File: config.mk
export PLATFORM = sky130hd
export DESIGN_NAME = keypad_scan_ctrl
export DESIGN_NICKNAME = d
export VERILOG_FILES = /design/src/rtl/keypad_scan_ctrl.sv
export SDC_FILE = /design/constraint.sdc
export NUM_CORES = 1
export LEC_CHECK = 0
export CORE_UTILIZATION = 56
export DETAILED_ROUTE_END_ITERATION = 10
export PLACE_DENSITY = 0.77
export SETUP_SLACK_MARGIN = 0.2
export SYNTH_ARGS = -nofsm -noshare
export SYNTH_HDL_FRONTEND = slang
export SYNTH_SLANG_ARGS = --single-unit
export TNS_END_PERCENT = 5
File: constraint.sdc
create_clock -name clk -period 2.39 [get_ports clk]
set_input_delay 0.717 -clock clk [delete_from_list [all_inputs] [get_ports clk]]
set_output_delay 0.717 -clock clk [all_outputs]
set_load 0.02 [all_outputs]
File: src/rtl/keypad_scan_ctrl.sv
// 4x4 matrix keypad scanner: one-hot column drive, 2-flop row synchronizer,
// press/release debounce and a one-cycle valid pulse carrying the hex code of each new key.
module keypad_scan_ctrl #(
    parameter int unsigned SETTLE_CYCLES   = 48,
    parameter int unsigned DEBOUNCE_CYCLES = 480000
) (
    input  logic       clk,
    input  logic       rst,
    input  logic [3:0] row_keys,
    output logic [3:0] col_keys,
    output logic [3:0] key_code,
    output logic       key_valid,
    output logic       key_held
);

    localparam int unsigned MaxCycles =
        (SETTLE_CYCLES > DEBOUNCE_CYCLES) ? SETTLE_CYCLES : DEBOUNCE_CYCLES;
    localparam int unsigned CntW = $clog2(MaxCycles + 1);
    localparam logic [CntW-1:0] SettleLast = CntW'(SETTLE_CYCLES - 1);
    localparam logic [CntW-1:0] DebLast    = CntW'(DEBOUNCE_CYCLES - 1);

    typedef enum logic [1:0] {StScan, StDebounce, StHeld, StRelease} state_e;

    state_e          state_q, state_d;
    logic [1:0]      col_idx_q, col_idx_d;
    logic [1:0]      row_idx_q, row_idx_d;
    logic [CntW-1:0] cnt_q, cnt_d;
    logic [3:0]      key_code_q, key_code_d;
    logic            key_valid_q, key_valid_d;
    logic            key_held_q, key_held_d;
    logic [3:0]      row_meta_q, row_s_q;
    logic [1:0]      low_row;
    logic            row_hit;

    function automatic logic [3:0] key_map(input logic [1:0] row, input logic [1:0] col);
        logic [3:0] code;
        code = 4'h0;
        unique case ({row, col})
            4'b00_00: code = 4'h1;
            4'b00_01: code = 4'h2;
            4'b00_10: code = 4'h3;
            4'b00_11: code = 4'hA;
            4'b01_00: code = 4'h4;
            4'b01_01: code = 4'h5;
            4'b01_10: code = 4'h6;
            4'b01_11: code = 4'hB;
            4'b10_00: code = 4'h7;
            4'b10_01: code = 4'h8;
            4'b10_10: code = 4'h9;
            4'b10_11: code = 4'hC;
            4'b11_00: code = 4'hE;
            4'b11_01: code = 4'h0;
            4'b11_10: code = 4'hF;
            4'b11_11: code = 4'hD;
            default:  code = 4'h0;
        endcase
        return code;
    endfunction

    always_ff @(posedge clk) begin
        if (rst) begin
            row_meta_q <= 4'b0;
            row_s_q    <= 4'b0;
        end else begin
            row_meta_q <= row_keys;
            row_s_q    <= row_meta_q;
        end
    end

    always_ff @(posedge clk) begin
        if (rst) begin
            state_q     <= StScan;
            col_idx_q   <= 2'd0;
            row_idx_q   <= 2'd0;
            cnt_q       <= '0;
            key_code_q  <= 4'h0;
            key_valid_q <= 1'b0;
            key_held_q  <= 1'b0;
        end else begin
            state_q     <= state_d;
            col_idx_q   <= col_idx_d;
            row_idx_q   <= row_idx_d;
            cnt_q       <= cnt_d;
            key_code_q  <= key_code_d;
            key_valid_q <= key_valid_d;
            key_held_q  <= key_held_d;
        end
    end

    // Lowest active row wins when several keys share the driven column.
    always_comb begin
        low_row = 2'd0;
        if (row_s_q[0])      low_row = 2'd0;
        else if (row_s_q[1]) low_row = 2'd1;
        else if (row_s_q[2]) low_row = 2'd2;
        else if (row_s_q[3]) low_row = 2'd3;
    end

    assign row_hit = row_s_q[row_idx_q];

    always_comb begin
        state_d     = state_q;
        col_idx_d   = col_idx_q;
        row_idx_d   = row_idx_q;
        cnt_d       = cnt_q + CntW'(1);
        key_code_d  = key_code_q;
        key_valid_d = 1'b0;
        key_held_d  = key_held_q;
        unique case (state_q)
            StScan: begin
                if (cnt_q == SettleLast) begin
                    cnt_d = '0;
                    if (row_s_q == 4'b0) begin
                        col_idx_d = col_idx_q + 2'd1;
                    end else begin
                        row_idx_d = low_row;
                        state_d   = StDebounce;
                    end
                end
            end
            StDebounce: begin
                if (!row_hit) begin
                    state_d = StScan;
                    cnt_d   = '0;
                end else if (cnt_q == DebLast) begin
                    state_d     = StHeld;
                    cnt_d       = '0;
                    key_code_d  = key_map(row_idx_q, col_idx_q);
                    key_valid_d = 1'b1;
                    key_held_d  = 1'b1;
                end
            end
            StHeld: begin
                cnt_d = '0;
                if (!row_hit) state_d = StRelease;
            end
            StRelease: begin
                if (row_hit) begin
                    state_d = StHeld;
                    cnt_d   = '0;
                end else if (cnt_q == DebLast) begin
                    state_d    = StScan;
                    cnt_d      = '0;
                    key_held_d = 1'b0;
                    col_idx_d  = col_idx_q + 2'd1;
                end
            end
            default: begin
                state_d = StScan;
                cnt_d   = '0;
            end
        endcase
    end

    always_comb begin
        col_keys  = 4'b0001 << col_idx_q;
        key_code  = key_code_q;
        key_valid = key_valid_q;
        key_held  = key_held_q;
    end

endmodule

* Word-level counts from Yosys, hierarchy flattened *
Memory sizes are Yosys's and may differ from the RTL's. A register that Yosys moved wholly into a read port is not among the register bits.
Index checks and enable logic that the tools add are counted.

word-level totals
  memory bits (read-only) = 64
  register bits after elaboration = 35
  logic and storage cells = 71
  input bits = 6
  output and inout port bits = 10
  memories = 1

memory list
  name             depth  width  rd ports  clocked after memory_dff  wr ports  RTL line  source
  (no name shown)  16     4      1         1                         0         38        unique case ({row, col})

cells by class
  equal/unequal tests = 15
  magnitude comparators = 1
  add/subtract/negate cells = 2
  reduce and logical (&&, ||, !) cells = 10
  bitwise gates (word level) = 3
  shifts and indexed selects = 1
  muxes and demuxes = 30

operator list
  cell                     number
  $mux W19                 4
  $pmux W19 S4             1
  $mux W2                  15
  $add A19 B1 Y19 const B  1
  $eq A19 B19 Y1 const B   1
  $eq A19 B6 Y1 const B    1
  $ne A2 B2 Y1 const B     8
  $reduce_and A5 Y1        3
  $pmux W2 S4              1
  $mux W1                  6
  $ne A3 B3 Y1 const B     2
  $reduce_and A3 Y1        2
  $eq A2 B2 Y1 const B     2
  $logic_not A4 Y1         1
  $pmux W2 S2              1
  $reduce_bool A2 Y1       2
  $shl A1 B2 Y4 const A    1
  $lt A2 B3 Y1 const B     1
  $not A1 Y1               3
  $reduce_or A3 Y1         1
  $add A2 B1 Y2 const B    1
  $bmux W1 S2              1
  $eq A2 B1 Y1 const B     1
  $logic_not A2 Y1         1
  $pmux W1 S2              1

* Longest topological paths before layout *
  word-level depth = 4
  gate-level depth with buffers = 8
  mapped depth without buffers = 6

* Worst setup path before layout *
Ideal clock, no wire load.

  kind = register to register
  from = reg row_idx_q[1]
  to = reg cnt_q[8]
  required time = 2.275 ns
  path slack = 0.316 ns
  stages on the path, launching flop included = 9
  clock period less this slack = 2.074 ns
  arrival = 1.959 ns
  path buffers = 3
  library setup time = 0.115 ns
  path through = dfxtp_1 clkbuf_1 mux4_2 and2_4 buf_6 or2_4 a22oi_4 buf_6 nor2_1

on the way
  word-level cells in the longest chain between the ends = 4
  elaborated cells on any way between the ends = 5
  those cells by class = mux (5)

ends and longest elaborated chain
  element                             RTL line  source
  start, declared                     26        logic [1:0] row_idx_q, row_idx_d;
  start signal, assigned              82        row_idx_q <= row_idx_d;
  $bmux W1 S2 *                       99        assign row_hit = row_s_q[row_idx_q];
  $mux W1 (implied by the code) *     99
  $mux W19, on equally long branches  138, 122
  $pmux W19 S4 *                      109       unique case (state_q)
  end signal, assigned                83        cnt_q <= cnt_d;
  end, declared                       27        logic [CntW-1:0] cnt_q, cnt_d;

Mark *: on every way between the ends. The rest lies on a longest branch, timed or not. The select of a mux whose other input is x is not followed.
A chain may end at the register's enable or synchronous reset.

* Worst setup path after layout *
  from = reg col_idx_q[0]
  to = out col_keys[2]

on the way
  word-level cells in the longest chain between the ends = 1

ends and longest elaborated chain
  element                 RTL line  source
  start, declared         25        logic [1:0] col_idx_q, col_idx_d;
  start signal, assigned  81        col_idx_q <= col_idx_d;
  $shl A1 B2 Y4           156       col_keys = 4'b0001 << col_idx_q;
  end, declared           10        output logic [3:0] col_keys,

Every way passes these cells.

==> results by group <==
Pwr
  – Total power per unit cell area: 553 nW/um^2
  – Static leakage power: 0.000792 uW
  – Largest vdd supply drop: 495 uV

Global routing
  – Busiest metal layer after global routing: met2
  – Met3 Resource Use GR: 5.90%
  – Wire length of the first global-routing pass: 5.95 mm
  – Pin count of the biggest net entering global routing: 20
  – Vias in the first global route: 1331
  – Met2 usage: 35.1%
  – GRT overflow: 0
  – Initial antenna violation count: 0
  – Global routing usage on met1: 30.8%
  – GR Util All Layers: 22.8%

Die
  – Initial Util: 59.5%
  – Die height: 59.2 um
  – Die Outline Area: 3500 sq um
  – Area inside the core boundary: 3080 sq um
  – Die width: 59.2 um
  – Number of cell rows: 20
  – IO Pins: 16

Worst setup path
  – Crit-path max FO: 7
  – Arrival time of data at the critical path endpoint: 1620 ps
  – Endpoint type of the worst setup path: primary output
  – Critical path start-end classification: reg -> out
  – Startpoint kind of the worst setup timing path: flip-flop
  – Required time at the worst-slack endpoint: 1670 ps

Layout
  – Number of nets at the end of the flow: 230
  – Commonest cells after routing, fill and taps aside: 37 x dfxtp_1, 32 x nor2_1, 13 x clkdlybuf4s50_1
  – Area taken by flip-flops and latches: 783 sq um
  – Number of antenna diodes: 0
  – Share of final-layout standard cells stronger than drive strength 1: 9.63%
  – Area of the multi-input gates: 981 sq um
  – Count of placed standard cells in the final layout, fillers left out: 262
  – # fillers: 260
  – Area growth from synthesis to layout: 15.4%
  – Most common library cell in the layout ignoring fill and taps: dfxtp_1

Clock network
  – TritonCTS Sinks: 39
  – Number of CTS-inserted buffers: 5
  – Maximum level of the CTS H-tree: 2
  – Clk buf depth: 2
  – Clock tree from TritonCTS: done
  – Clock root buffer: clkbuf_4
  – Clock slew at the register clock pins of the worst setup and hold paths: 120 ps
  – Skew-Pair Late Insertion Delay: 350 ps

STA
  – Hold violation total from the final report: 0
  – Final max-slew violation count: 0
  – Ratio of final minimum period to clock period: 97.6%
  – Setup-violating endpoint count in the final report: 0
  – RSZ-0062 raised after global routing: true
  – Measured slew at the worst slew-check pin: 544 ps
  – Worst hold margin: 458 ps
  – Worst-case headroom to the max-slew limit: 63.4%
  – Top achievable clock speed: 429 MHz
  – Worst clock skew: 8.77 ps
  – Post-route setup slack: 57.0 ps
  – Shortest clock period the worst path allows after layout: 2330 ps
  – Setup TNS: 0 ps

Detailed routing
  – Vias: 1440
  – Iteration-0 DRC Markers: 66
  – Number of remaining DRC errors: 0
  – WL/cell: 13.2 um
  – Detail-routed via count per cell: 5.50
  – Antenna-violating nets left: 0
  – Router iterations before antenna repair: 4
  – Wire length reported by the detailed router: 3.46 mm

Worst hold path
  – Hold Path Class: reg -> reg

Placed design
  – Cells after DPL: 253
  – Gpl congestion: 0.781
  – HPWL after detailed placement: 2.51 mm
  – Number of port buffers: 15
  – Dpl ws: 148 ps

Status
  – Run status: finished clean

Synth
  – Net Count, Synth: 212
  – Flop and latch count out of synthesis: 39
  – Mapped cell area: 1830 sq um
  – Number of distinct library cells after synthesis: 37
  – Average size of a mapped cell: 9.20 sq um
  – Instance count of the mapped netlist: 199
  – Sequential area share after synthesis: 42.7%
  – Total of warnings raised by yosys: 0

Run
  – Max Cap Violations: 0
==> state kept, by name, indices dropped and copies added, names as in the netlist, named ones only <==
signal / flops
key_code: 4
row_idx_q: 2
key_valid: 1
col_idx_q: 2
row_meta_q: 4
cnt_q: 19
row_s_q: 4
key_held: 1
state_q: 1
==> cells in the mapped netlist <==
cell	count	area, sq um
a211oi_1	1	7.51
a21o_1	1	7.51
a21oi_1	6	30.0
a221oi_1	2	17.5
a22oi_4	1	21.3
and2_1	1	6.26
and2_4	1	8.76
and3_1	2	12.5
and4_1	3	26.3
buf_2	1	5.00
buf_6	2	22.5
clkbuf_1	4	15.0
dfxtp_1	39	781
ha_1	7	87.6
inv_1	7	26.3
mux2_2	2	22.5
mux2i_1	6	60.1
mux4_2	2	45.0
nand2_1	9	33.8
nand2b_1	3	18.8
nand3_1	10	50.1
nand4_1	8	50.1
nor2_1	32	120
nor2b_1	10	62.6
nor3_1	6	30.0
nor3b_1	2	15.0
nor4_1	3	18.8
nor4b_1	1	8.76
o2111ai_1	1	8.76
o211ai_1	1	7.51
o21a_1	1	7.51
o21ai_0	2	10.0
o22ai_1	1	6.26
or2_4	1	8.76
or4_1	3	22.5
xnor2_1	7	61.3
xor2_1	10	87.6
==> logic make-up after synthesis <==
logic type	after synthesis	share of synthesized area (%)
AND/OR/NAND/NOR	95	26.9
flip-flops	39	42.7
AO/OA/AOI/OAI	17	6.77
XOR/XNOR	17	8.13
buffers and inverters	14	3.76
multiplexers	10	6.97
adder cells (fa/ha/maj)	7	4.78
==> what timing repair did <==
item,in CTS,in global routing
buffers inserted,0,1
pin swaps,0,1
resized for setup,4,1
setup endpoints to repair,23,27
cloned,0,0
hold buffers,0,0
==> layout make-up <==
class | count | area share (%)
clock buffers | 5 | 1.78
clock inverters | 3 | 2.07
inverters | 7 | 1.24
multi-input cells | 146 | 46.4
flip-flops and latches | 39 | 37.1
well taps | 44 | 2.61
repair buffers | 18 | 8.82
==> worst paths after layout <==
| path | start | end | slack [ps] | depth (start not counted) |
|---|---|---|---|---|
| setup / recovery | col_idx_q[0] | col_keys[2] | 60 | 3 |
| hold / removal | row_meta_q[1] | row_s_q[1] | 460 | 1 |
| setup reg to reg | cnt_q[10] | cnt_q[13] | 260 | 6 |
| hold reg to reg | row_meta_q[1] | row_s_q[1] | 460 | 1 |
==> through the flow <==
stage | total power, uW | cell area, sq um | utilization [%]
floorplan | 719 | 1830 | -
global placement | 733 | 2010 | 65.2
detailed placement | 737 | 2010 | 65.2
CTS | 1170 | 2090 | 67.9
global route | 1210 | 2110 | 68.7
finish | 1170 | 2110 | 68.7
==> routing by layer <==
layer / vias up / wire, um
li1: 722 / -
met1: 680 / 1650
met2: 32 / 1620
met3: 6 / 146
met4: 0 / 43
met5: - / 0
==> power breakdown <==
part | switching [uW] | leakage (uW) | internal (uW)
Sequential | 7.73 | 0.000318 | 662
Clock | 222 | 0.0000452 | 220
Combinational | 25.9 | 0.000429 | 30.2
==> worst max-delay path, cell delays in order (launching register included) <==
cell and delay (ps):
dfxtp_2 370, inv_2 130, ha_1 170, clkdlybuf4s50_1 600
(Power assumes the default switching activity.)
